## config.mk

```make
export PLATFORM = sky130hd
export DESIGN_NAME = avalon_master_mm_copy
export DESIGN_NICKNAME = d
export VERILOG_FILES = /design/src/rtl/avalon_master_mm_copy.sv
export SDC_FILE = /design/constraint.sdc
export NUM_CORES = 1
export LEC_CHECK = 0
export BUFFER_PORTS_ARGS = -buffer_cell sky130_fd_sc_hd__buf_2
export CAP_MARGIN = 20
export CORE_MARGIN = 2
export CORE_UTILIZATION = 36
export CTS_BUF_LIST = sky130_fd_sc_hd__clkbuf_8 sky130_fd_sc_hd__clkbuf_16
export DETAILED_ROUTE_END_ITERATION = 16
export GPL_TIMING_DRIVEN = 0
export SLEW_MARGIN = 25
export SYNTH_ARGS = -nofsm -noshare
export SYNTH_HDL_FRONTEND = slang
export SYNTH_SLANG_ARGS = --single-unit
```

## constraint.sdc

```tcl
create_clock -name clock -period 5.4 [get_ports clock]
set_input_delay 0.27 -clock clock [delete_from_list [all_inputs] [get_ports clock]]
set_output_delay 0.27 -clock clock [all_outputs]
set_load 0.005 [all_outputs]
```

## src/rtl/avalon_master_mm_copy.sv

```systemverilog
// Avalon-MM copy master: moves LENGTH 32-bit words from a source to a destination
// address, one read then one write per word, a single transaction in flight.
module avalon_master_mm_copy #(
   parameter int          LEN_W    = 16,
   parameter logic [31:0] ADDR_INC = 32'd4
) (
   input  logic             clock,
   input  logic             reset_n,
   input  logic             start,
   input  logic [31:0]      src_addr,
   input  logic [31:0]      dst_addr,
   input  logic [LEN_W-1:0] length,
   input  logic             abort,
   output logic             busy,
   output logic             done,
   output logic             aborted,
   output logic [LEN_W-1:0] word_count,
   output logic [31:0]      avm_address,
   output logic             avm_read,
   output logic             avm_write,
   output logic [31:0]      avm_writedata,
   input  logic [31:0]      avm_readdata,
   input  logic             avm_readdatavalid,
   input  logic             avm_waitrequest
);

   typedef enum logic [2:0] {
      S_IDLE    = 3'd0,
      S_RD_REQ  = 3'd1,
      S_RD_WAIT = 3'd2,
      S_WR_REQ  = 3'd3,
      S_DONE    = 3'd4
   } state_t;

   state_t           state_q, state_d;
   logic [31:0]      src_q, src_d, dst_q, dst_d, data_q, data_d;
   logic [LEN_W-1:0] len_q, len_d, cnt_q, cnt_d;
   logic             abort_pend_q, abort_pend_d, aborted_q, aborted_d;
   logic             done_q, done_d, busy_q, busy_d;
   logic             read_q, read_d, write_q, write_d;
   logic [31:0]      addr_q, addr_d, wdata_q, wdata_d;
   logic [LEN_W-1:0] cnt_inc_s;
   logic             in_job_s;

   assign cnt_inc_s = cnt_q + {{(LEN_W-1){1'b0}}, 1'b1};
   assign in_job_s  = (state_q == S_RD_REQ) || (state_q == S_RD_WAIT) || (state_q == S_WR_REQ);

   // Next-state and datapath decode; bus outputs are registered from the next state
   always_comb begin
      state_d      = state_q;
      src_d        = src_q;
      dst_d        = dst_q;
      data_d       = data_q;
      len_d        = len_q;
      cnt_d        = cnt_q;
      aborted_d    = aborted_q;
      abort_pend_d = abort_pend_q | (abort & in_job_s);
      case (state_q)
         S_IDLE: begin
            if (start) begin
               src_d     = src_addr;
               dst_d     = dst_addr;
               len_d     = length;
               cnt_d     = {LEN_W{1'b0}};
               aborted_d = 1'b0;
               state_d   = (length == {LEN_W{1'b0}}) ? S_DONE : S_RD_REQ;
            end else begin
               state_d = S_IDLE;
            end
         end
         S_RD_REQ: begin
            if (!avm_waitrequest) begin
               state_d = S_RD_WAIT;
            end else begin
               state_d = S_RD_REQ;
            end
         end
         S_RD_WAIT: begin
            if (avm_readdatavalid) begin
               data_d  = avm_readdata;
               state_d = S_WR_REQ;
            end else begin
               state_d = S_RD_WAIT;
            end
         end
         S_WR_REQ: begin
            if (!avm_waitrequest) begin
               cnt_d = cnt_inc_s;
               src_d = src_q + ADDR_INC;
               dst_d = dst_q + ADDR_INC;
               // an abort raised in the accepting cycle still stops at this boundary
               if ((cnt_inc_s == len_q) || abort_pend_q || abort) begin
                  state_d = S_DONE;
               end else begin
                  state_d = S_RD_REQ;
               end
            end else begin
               state_d = S_WR_REQ;
            end
         end
         S_DONE: begin
            aborted_d    = abort_pend_q;
            abort_pend_d = 1'b0;
            state_d      = S_IDLE;
         end
         default: begin
            state_d = S_IDLE;
         end
      endcase

      busy_d  = (state_d == S_RD_REQ) || (state_d == S_RD_WAIT) || (state_d == S_WR_REQ);
      read_d  = (state_d == S_RD_REQ);
      write_d = (state_d == S_WR_REQ);
      done_d  = (state_q == S_DONE);
      if (read_d) begin
         addr_d = src_d;
      end else if (write_d) begin
         addr_d = dst_d;
      end else begin
         addr_d = addr_q;
      end
      if (write_d) begin
         wdata_d = data_d;
      end else begin
         wdata_d = wdata_q;
      end
   end

   // State and output registers
   always_ff @(posedge clock or negedge reset_n) begin
      if (!reset_n) begin
         state_q      <= S_IDLE;
         src_q        <= 32'd0;
         dst_q        <= 32'd0;
         data_q       <= 32'd0;
         len_q        <= {LEN_W{1'b0}};
         cnt_q        <= {LEN_W{1'b0}};
         abort_pend_q <= 1'b0;
         aborted_q    <= 1'b0;
         done_q       <= 1'b0;
         busy_q       <= 1'b0;
         read_q       <= 1'b0;
         write_q      <= 1'b0;
         addr_q       <= 32'd0;
         wdata_q      <= 32'd0;
      end else begin
         state_q      <= state_d;
         src_q        <= src_d;
         dst_q        <= dst_d;
         data_q       <= data_d;
         len_q        <= len_d;
         cnt_q        <= cnt_d;
         abort_pend_q <= abort_pend_d;
         aborted_q    <= aborted_d;
         done_q       <= done_d;
         busy_q       <= busy_d;
         read_q       <= read_d;
         write_q      <= write_d;
         addr_q       <= addr_d;
         wdata_q      <= wdata_d;
      end
   end

   assign busy          = busy_q;
   assign done          = done_q;
   assign aborted       = aborted_q;
   assign word_count    = cnt_q;
   assign avm_address   = addr_q;
   assign avm_read      = read_q;
   assign avm_write     = write_q;
   assign avm_writedata = wdata_q;

endmodule

```

---- Word-level counts from Yosys, hierarchy flattened ----
Index checks and enable logic that the tools add are counted.
storage, ports and cells
  word-level logic and storage cells ...... 66
  bits in latches ......................... 0
  register bits after elaboration ......... 201
  ROM bits ................................ 0
  input port bits ......................... 118
  memory bits (writable) .................. 0
  memories kept ........................... 0
  output and inout bits ................... 85
operators by class
  $add $sub $neg .......................... 3
  bitwise gates (word level) .............. 2
  div/mod/pow operators ................... 0
  multiplexer cells ....................... 23
  multipliers ............................. 0
  magnitude comparators ................... 0
  equal/unequal tests ..................... 10
  shift operators ......................... 0
  reductions and logical operators ........ 14
operator list
  cell                     number
  $mux W32                 8
  $pmux W32 S2             2
  $add A32 B3 Y32 const B  2
  $mux W16                 2
  $pmux W16 S2             1
  $add A16 B1 Y16 const B  1
  $eq A16 B16 Y1           1
  $logic_not A16 Y1        1
  $eq A3 B2 Y1 const B     4
  $mux W3                  4
  $pmux W3 S4              1
  $eq A3 B1 Y1 const B     2
  $logic_or A1 B1 Y1       6
  $reduce_bool A2 Y1       3
  $ne A2 B2 Y1 const B     2
  $reduce_and A2 Y1        2
  $eq A3 B3 Y1 const B     1
  $logic_not A3 Y1         1
  $mux W1                  3
  $reduce_and A3 Y1        1
  $mux W2                  1
  $pmux W1 S2              1
  $and A1 B1 Y1            1
  $or A1 B1 Y1             1

---- Depth between registers and ports, before layout ----
Gate-level depths: netlist of run 1.
  word-level depth ........................ 10
  mapped depth ............................ 11
  depth with buffers taken out ............ 8

---- Worst setup path before layout of run 1 ----
OpenSTA, ideal clock, no wires.
  kind .................................... reg-to-reg
  start point ............................. reg cnt_q[0], in the netlist word_count[0]
  end point ............................... reg addr_q[20], in the netlist avm_address[20]
  buffers on the path ..................... 2
  period minus slack after synthesis ...... 2.613 ns
  slack ................................... 2.787 ns
  library setup time ...................... 0.125 ns
  arrival time ............................ 2.488 ns
  data required time ...................... 5.275 ns
  stages on the path, launching flop included .. 11
  path through ............................ dfrtp_1 > ha_1 > and2_1 > buf_2 > nand4_1 > and3_1 > o211ai_1 > nor4_2 > o41ai_4 > buf_6 > mux2_2
between the ends
  longest elaborated chain between the ends .. 9
  elaborated cells on any way between the ends .. 11
  classes of those cells .................. 1 x add/sub; 3 x eq/ne; 4 x mux; 3 x reduce/logical
RTL lines
  what                                                   RTL line  source
  start: declaration                                     37        logic [LEN_W-1:0] len_q, len_d, cnt_q, cnt_d;
  start signal: assignment                               137       cnt_q <= {LEN_W{1'b0}};
  start signal: assignment                               152       cnt_q <= cnt_d;
  $add A16 B1 Y16 (*)                                    45        assign cnt_inc_s = cnt_q + {{(LEN_W-1){1'b0}}, 1'b1};
  $eq A16 B16 Y1 (*)                                     92        if ((cnt_inc_s == len_q) || abort_pend_q || abort) begin
  $logic_or A1 B1 Y1 (*) (2 in a row)                    92
  $mux W3 (*)                                            92
  $mux W3 (*)                                            87        if (!avm_waitrequest) begin
  $pmux W3 S4 (*)                                        58        case (state_q)
  $eq A3 B1 Y1 / $eq A3 B2 Y1 (equally long branches)    112, 113
  $mux W32 / $reduce_bool A2 Y1 (equally long branches)  --
  end signal: assignment                                 159       addr_q <= addr_d;
  end: declaration                                       41        logic [31:0] addr_q, addr_d, wdata_q, wdata_d;
Every way passes the cells marked *; elsewhere a longest branch is shown, timed or not.
A chain may end at the register's enable or synchronous reset.

---- Worst setup path in the final report of run 1 ----
  start point ............................. reg state_q[0]
  end point ............................... reg len_q[14]
between the ends
  longest elaborated chain between the ends .. 2
RTL lines
  what                         RTL line  source
  start: declaration           35        state_t state_q, state_d;
  start signal: assignment     147       state_q <= state_d;
  $logic_not A3 Y1             58
  $reduce_and A2 Y1 (no line)  --
  end signal: assignment       136       len_q <= {LEN_W{1'b0}};
  end signal: assignment       151       len_q <= len_d;
  end: declaration             37
Every way passes these cells.

==> results of run 1 <==
power by group through the flow:
| stage | combinational (mW) | sequential, mW | clock, mW |
|---|---|---|---|
| after floorplan | 1.89 | 2.58 | 0 |
| after global placement | 2.81 | 2.62 | 0 |
| after detailed placement | 2.87 | 2.64 | 0 |
| after CTS | 2.94 | 2.63 | 1.80 |
| after global routing | 3.21 | 2.71 | 1.86 |
| final | 2.90 | 2.63 | 1.77 |
state kept, by name, indices dropped and copies added (netlist names):
| name | count |
|---|---|
| avm_read | 1 |
| len_q | 16 |
| word_count | 16 |
| aborted | 1 |
| dst_q | 32 |
| src_q | 32 |
| busy | 1 |
| done | 1 |
| state_q | 3 |
| abort_pend_q | 1 |
| data_q | 32 |
| avm_write | 1 |
| avm_writedata | 32 |
| avm_address | 32 |
per-stage QoR:
step           hold slack (ns)  power (mW)  cell area [µm²]  std cells
6_report                0.0162        7.30            13000       1594
5_1_grt                 0.0155        7.79            13000       1594
4_1_cts                0.00334        7.37            13000       1592
3_3_place_gp             0.453        5.43            11200       1463
3_5_place_dp             0.207        5.52            11300       1465
2_1_floorplan          -0.0256        4.46             9770        920
area by class of cell:
type	instances	area [µm²]	area share [%]
multi-input combinational	644	4440	34.2
antenna	2	5.00	0.0386
sequential	201	5030	38.8
inverter	26	97.6	0.752
clock buffer	33	736	5.67
tap	341	427	3.29
buffer	49	210	1.62
timing repair buffer	285	1890	14.5
clock inverter	13	145	1.12
final timing paths:
| kind | startpoint | endpoint | slack [ns] | cells after the start |
|---|---|---|---|---|
| min in group asynchronous | reset_n | avm_address[20] | 0.25 | 2 |
| worst min register to register | src_q[0] | src_q[0] | 0.47 | 2 |
| worst min-delay path | src_addr[31] | src_q[31] | 0.02 | 2 |
| max in group asynchronous | reset_n | data_q[28] | 4.04 | 4 |
| worst max register to register | state_q[0] | len_q[14] | 1.98 | 9 |
| worst max-delay path | state_q[0] | len_q[14] | 1.98 | 9 |
per-layer routing:
metal / global-route usage, % / part of all wire (%) / vias up
met2: 33.5 / 46 / 268
met3: 4.58 / 6.6 / 68
li1: - / - / 3989
met4: 7.83 / 3.4 / 2
met5: 0 / 0.023 / -
met1: 28.2 / 44 / 4078
layout by cell type (no fill, tap or decap), drive strengths merged, types with 3 or more instances in the layout:
cell / count
mux2: 92
nand3b: 3
and4: 9
xnor2: 19
nor2: 24
dfrtp: 201
o211ai: 33
nand3: 38
clkinv: 4
a21o: 6
buf: 222
o311ai: 19
a21oi: 18
mux2i: 36
nand4: 19
or2: 3
ha: 3
and3: 14
o21ai: 27
and2: 8
bufinv: 3
o31ai: 7
nor2b: 4
a22oi: 7
o311a: 3
a31oi: 4
inv: 30
a221o: 6
clkbuf: 64
nor3: 12
nor4: 12
nor3b: 3
a211o: 7
nand2: 166
or3: 4
dlygate4sd3: 81
xor2: 7
critical path, delay by kind of cell (launching register included):
family / cells / cell delay, ns
buffers and inverters: 5 / 2.46
AND/OR/NAND/NOR: 4 / 0.49
flip-flops: 1 / 0.40
logic make-up (layout without fill, tap and decap cells):
kind of cell               after synthesis  count (layout)  share of synthesized area [%]
adders and majority gates                3               3                          0.384
other                                    0               2                              0
AOI/OAI and AO/OA                      156             156                           11.8
DFF                                    201             201                           51.5
xor gates and xnor gates                26              26                           2.33
muxes                                  128             128                           14.3
and+or+nand+nor                        331             331                           16.6
buffers and inverters                   75             406                           3.15
==> reports/qor.csv, run 1 <==
metric,value,unit
status,finished clean,
cts_inserted_buffers,25,
fillers,2515,
clockBufferDepth,3,
ant_nets,0,
yosys.area.top_type,dfrtp_1,
vdd_ir_drop_max,0.268,mV
arrival,3.89,ns
ioPinCount,203,
rsz0062_at_grt,no,
die_y,169,µm
hold_violations,0,
synth_commonest_cells,"dfrtp_1, nand2_1, mux2_2",
start_kind,flip-flop,
clock_latency,0.53,ns
worstSetupEndpointType,flip-flop,
ctsResizeCount,0,
finClkSkew,0.0132,ns
max_freq,0.293,GHz
synth_top_area_share,51.5,%
grt_max_degree,84,
p_comb_share,39.8,%
netlist_area,9770,µm²
grt_pass1_vias,8388,
yosysWarnings,0,
ys_ff_latch,201,
area.growth.synth_to_final,32.8,%
synth_nets,1041,
min_period_over_period,63.3,%
tns,0,ns
vias,8405,
share_clk_of_total_power,24.2,%
synth-edff-count,0,
cts.hold.buffers_added,81,
p_int,4.65,mW
drv_slew,0,
fin_crit,3.42,ns
worstPathRequired,5.87,ns
drc,0,
wl_per_cell,19.0,µm
cts_setup_buffers,0,
grt_usage,21.0,%
powerDensity,563,nW/µm²
p_leak,5.96,nW
cts_tree,yes,
net-switching-power,2.65,mW
drv_cap,0,
layout.nets,1353,
rows,60,
setup_slack,1.98,ns
clock_sinks,201,
relSlewSlack,40.5,%
grt_pass1_wl,46800,µm
dr.pass1.iters,5,
place.gp.congestion,0.835,
p_sw_share,36.3,%
seq_area_frac_synth,51.5,%
grt-ovfl-total,0,
die_x,169,µm
async_flop_share,100,%
die_area,28500,µm²
worstPathMaxFanout,10,
p_seq_share,36.0,%
synth.most_common_cell,dfrtp_1,
vias_per_cell,5.27,
antenna_found_initial,3,
slowest_delay,0.63,ns
synth.area.top_cells,"dfrtp_1, mux2_2, nand2_1, mux2i_1, o211ai_1",
hold_class,primary input to flip-flop,
netlist_instances,920,
tightestPinTransition,0.890,ns
dp_hpwl,21600,µm
clockRootBuffer,clkbuf_16,
path_clk_slew,0.06,ns
crit_slowest_cell,clkbuf_1,
wirelength,30300,µm
synth.avg_cell_area,10.6,µm²
synth_cell_types,67,
dp_slack,2.01,ns
cp_common_cell,clkbuf_1,
path_cells,buf_2 > nor2_1 > nand3_1 > clkbuf_1 > clkbuf_1 > buf_1 > clkbuf_1 > nand2_1 > nand2_1,
htree_levels,1,
setup_viol,0,
post-route-util,48.4,%
synth_ff_type,dfrtp_1,
initialDrtViolationCount,474,
start_util,36.5,%
critPathKind,flip-flop to flip-flop,
port_buffers,202,
drive_gt1_share,28.6,%
core_area,26800,µm²
Note: power is estimated with default switching activity, not from simulation.
==> run 2, diff against run 1 <==
==> constraint.sdc (replaced) <==
create_clock -name clock -period 3.35 [get_ports clock]
set_input_delay 0.1675 -clock clock [delete_from_list [all_inputs] [get_ports clock]]
set_output_delay 0.1675 -clock clock [all_outputs]
set_load 0.005 [all_outputs]
==> reports/qor.csv, run 2 (same netlist as run 1, synthesis figures left out) <==
metric,value,unit
fin_area,13300,µm²
die_y,169,µm
finClkSkew,0.0139,ns
vias_per_cell,5.28,
clock_latency,0.54,ns
drive_gt1_share,28.7,%
clockBufferDepth,3,
relSlewSlack,44.8,%
start_util,36.5,%
p_comb_share,40.3,%
grt_pass1_vias,8584,
dp_hpwl,21600,µm
place_area,11300,µm²
hold_violations,0,
net-switching-power,4.31,mW
arrival,3.59,ns
cts_inserted_buffers,25,
p_leak,6.12,nW
critPathKind,flip-flop to flip-flop,
cp_common_cell,clkbuf_1,
htree_levels,1,
start_kind,flip-flop,
path_cells,buf_2 > nor2_1 > and3_1 > clkbuf_1 > clkbuf_1 > clkbuf_2 > clkbuf_1 > nand2_1 > nand2_1,
grt_max_degree,84,
grt_pass1_wl,47900,µm
num_antenna_cells,0,
area.growth.synth_to_final,36.3,%
clock_sinks,201,
worstSetupEndpointType,flip-flop,
slowest_delay,0.55,ns
status,finished clean,
grt-ovfl-total,0,
setup_viol,0,
vdd_ir_drop_max,0.428,mV
core_area,26800,µm²
fin_crit,3.12,ns
tns,0,ns
path_clk_slew,0.06,ns
crit_slowest_cell,clkbuf_1,
final_cell_mix,"buf_2, dfrtp_1, nand2_1",
powerDensity,892,nW/µm²
place.gp.congestion,0.835,
cts_tree,yes,
hold_class,primary input to flip-flop,
timing.hold.ws,0.00199,ns
dr.pass1.iters,5,
wirelength,30800,µm
ant_nets,0,
grt_usage,21.4,%
worstPathRequired,3.82,ns
max_freq,0.321,GHz
layout_commonest_cell,buf_2,
tightestPinTransition,0.828,ns
vias,8585,
initialDrtViolationCount,532,
port_buffers,202,
antenna_found_initial,0,
p_int,7.57,mW
share_clk_of_total_power,24.1,%
dpl.cell_count,1465,
worstPathMaxFanout,10,
drv_slew,0,
ioPinCount,203,
instances_no_fill,1626,
clockRootBuffer,clkbuf_16,
p_seq_share,35.7,%
die_area,28500,µm²
drv_cap,0,
drc,0,
rsz0062_at_grt,no,
p_sw_share,36.3,%
layout.nets,1387,
min_period_over_period,93.0,%
rows,60,
wl_per_cell,19.0,µm
die_x,169,µm
==> run 2: changes by cell type in the layout (fill, tap and decap cells not counted) <==
cell           previous run  this run
clkbuf_1                 31        26
nor4_2                    3         2
diode_2                   2         0
ha_1                      3         2
dlygate4sd3_1            81       111
nor4_4                    0         1
buf_2                   210       211
clkbuf_2                  0         5
buf_1                     6         5
buf_4                     2         6
ha_2                      0         1
==> run 2: power groups by stage <==
stage / Sequential, mW / Combinational (mW) / Clock [mW]
CTS: 4.24 / 4.82 / 2.91
global route: 4.38 / 5.27 / 3.01
floorplan: 4.16 / 3.04 / 0
finish: 4.24 / 4.78 / 2.86
global placement: 4.22 / 4.53 / 0
detailed placement: 4.26 / 4.63 / 0
==> run 2: layout make-up <==
cell class / instances / area, µm²
Tap cell: 341 / 427
Buffer: 49 / 218
Inverter: 26 / 97.6
Fill cell: 2473 / 13500
Clock inverter: 13 / 145
Timing Repair Buffer: 319 / 2220
Sequential cell: 201 / 5030
Multi-Input combinational cell: 644 / 4450
Clock buffer: 33 / 736
==> run 2: metal layers <==
layer | up-vias | GRT usage, % | share of wire [%] | wire length, µm
met3 | 66 | 4.02 | 6.5 | 2020
met5 | - | 0 | 0 | 0
li1 | 4048 | - | - | -
met4 | 0 | 7.20 | 2.8 | 867
met1 | 4167 | 29.0 | 44 | 13700
met2 | 304 | 34.6 | 46 | 14300
==> run 2: worst paths after layout <==
kind,depth (start not counted),start,slack (ns),to
max,9,state_q[0],0.23,len_q[8]
min,2,src_addr[13],0.002,src_q[13]
max reg2reg,9,state_q[0],0.23,len_q[8]
min reg2reg,2,src_q[0],0.47,src_q[0]
max in group asynchronous,4,reset_n,2.10,avm_writedata[9]
min in group asynchronous,2,reset_n,0.14,avm_address[20]
==> run 2: timing repair <==
item | 4_1_cts | 5_1_grt
resized for setup | 3 | 8
pin swaps | 1 | 0
buffers inserted | 4 | 0
hold buffers | 111 | 0
endpoints found under the hold margin | 198 | 0
endpoints found under the setup margin | 22 | 15
==> run 2: critical path, delay by kind of cell, from the launching register on <==
kind,cells,cell delay [ns]
AND/OR/NAND/NOR,4,0.63
flip-flops,1,0.41
buffers and inverters,5,2.00
==> run 2: per-stage QoR <==
| stage | utilization [%] | setup slack [ns] | power (mW) |
|---|---|---|---|
| after CTS | 49.6 | 0.0585 | 12.0 |
| after detailed placement | 42.1 | -0.0384 | 8.90 |
| after floorplan | - | 0.737 | 7.20 |
| after global routing | 49.7 | 0.0208 | 12.7 |
| after global placement | 41.8 | -1.52 | 8.75 |
| final | 49.7 | 0.233 | 11.9 |
==> run 3, diff against run 2 <==
==> constraint.sdc (replaced) <==
create_clock -name clock -period 3.35 [get_ports clock]
set_input_delay 0.335 -clock clock [delete_from_list [all_inputs] [get_ports clock]]
set_output_delay 0.335 -clock clock [all_outputs]
set_load 0.005 [all_outputs]
==> reports/qor.csv, run 3 (same netlist as run 1, synthesis figures left out) <==
metric,value,unit
status,finished clean,
powerDensity,960,nW/µm²
path_cells,buf_2 > nor2_1 > and3_1 > clkbuf_1 > clkbuf_1 > clkbuf_2 > clkbuf_1 > nand2_1 > nand2_1,
critPathKind,flip-flop to flip-flop,
max_freq,0.322,GHz
fin_area,12200,µm²
clock_sinks,201,
worstPathMaxFanout,10,
cp_common_cell,clkbuf_1,
wl_per_cell,19.5,µm
die_x,169,µm
port_buffers,202,
core_area,26800,µm²
setup_slack,0.246,ns
worstPathRequired,3.82,ns
crit_buf_inv,5,
dp_hpwl,21600,µm
htree_levels,1,
vdd_ir_drop_max,0.447,mV
ant_nets,0,
tightestPinTransition,0.806,ns
rows,60,
drv_cap,0,
die_area,28500,µm²
grt_max_degree,84,
p_int,7.49,mW
drc,0,
die_y,169,µm
dpl.cell_count,1465,
final_cell_mix,"buf_2, dfrtp_1, nand2_1",
grt-ovfl-total,0,
start_kind,flip-flop,
net-switching-power,4.27,mW
wirelength,29600,µm
place_area,11300,µm²
grt_usage,20.6,%
min_period_over_period,92.7,%
ioPinCount,203,
rsz0062_at_grt,no,
drv_slew,0,
p_comb_share,39.7,%
initialDrtViolationCount,491,
grt_pass1_vias,8032,
layout.nets,1279,
instances_no_fill,1520,
crit_family,buffers and inverters,
power,11.8,mW
dr.pass1.iters,5,
drive_gt1_share,31.4,%
antenna_found_initial,7,
finClkSkew,0.0135,ns
timing.hold.ws,0.0163,ns
clockRootBuffer,clkbuf_16,
clock_latency,0.53,ns
crit_slowest_cell,clkbuf_1,
layout_commonest_cell,buf_2,
p_seq_share,36.1,%
relSlewSlack,46.3,%
hold_violations,0,
p_sw_share,36.3,%
cts_tree,yes,
clockBufferDepth,3,
vias,8112,
hold_class,primary input to flip-flop,
path_clk_slew,0.06,ns
start_util,36.5,%
slowest_delay,0.55,ns
setup_viol,0,
share_clk_of_total_power,24.2,%
p_leak,5.67,nW
vias_per_cell,5.34,
grt_pass1_wl,45600,µm
worstSetupEndpointType,flip-flop,
area.growth.synth_to_final,25.3,%
fin_crit,3.10,ns
cts_inserted_buffers,25,
place.gp.congestion,0.835,
dp_slack,-0.0384,ns
arrival,3.58,ns
[run 3: changes by cell type in the layout (fill, tap and decap cells not counted), sizes merged]
cell and delta:
diode +2, dlygate4sd3 -108
[run 3: area by class of cell]
type                       instances  area (µm²)
clock inverter                    13         145
antenna                            2        5.00
sequential                       201        5030
clock buffer                      33         736
multi-input combinational        644        4450
buffer                            49         218
timing repair buffer             211        1140
inverter                          26        97.6
tap                              341         427
fill                            2562       14600
[run 3: path summary, 6_finish.rpt]
path                       cells past startpoint        from  slack (ns)                to
max                                            9  state_q[0]        0.25          len_q[8]
min                                            3   length[6]        0.02          len_q[6]
max reg2reg                                    9  state_q[0]        0.25          len_q[8]
min reg2reg                                    2    src_q[0]        0.47          src_q[0]
max in group asynchronous                      4     reset_n        1.93  avm_writedata[9]
min in group asynchronous                      2     reset_n        0.31   avm_address[20]
[run 3: power groups by stage]
stage / Sequential, mW / Combinational (mW) / Clock, mW
6_report: 4.24 / 4.67 / 2.85
5_1_grt: 4.38 / 5.16 / 3.01
4_1_cts: 4.24 / 4.72 / 2.91
3_5_place_dp: 4.26 / 4.63 / 0
3_3_place_gp: 4.22 / 4.53 / 0
2_1_floorplan: 4.16 / 3.04 / 0
[run 3: worst min-delay path: cells and delay by family]
family | cells | cell delay, ns
simple gates | 2 | 0.10
buf+inv | 1 | 0.09
[run 3: layer usage]
layer,global-route usage [%],vias up,routed length (µm)
met5,0,-,34
met4,7.38,6,985
met3,5.17,63,2100
met2,32.3,248,13500
met1,27.6,3962,13000
li1,-,3833,-
[run 3: timing repair]
action                     4_1_cts  5_1_grt
pin swaps                        1        0
hold buffers                     3        0
hold endpoints to repair        50        0
setup endpoints to repair       22       13
gates resized for setup          3        8
setup buffers                    4        0
[run 3: through the flow]
| step | utilization (%) | TNS (ns) |
|---|---|---|
| CTS | 45.6 | 0 |
| floorplan | - | 0 |
| finish | 45.7 | 0 |
| global placement | 41.8 | -334.54 |
| global route | 45.7 | 0 |
| detailed placement | 42.1 | -0.230 |
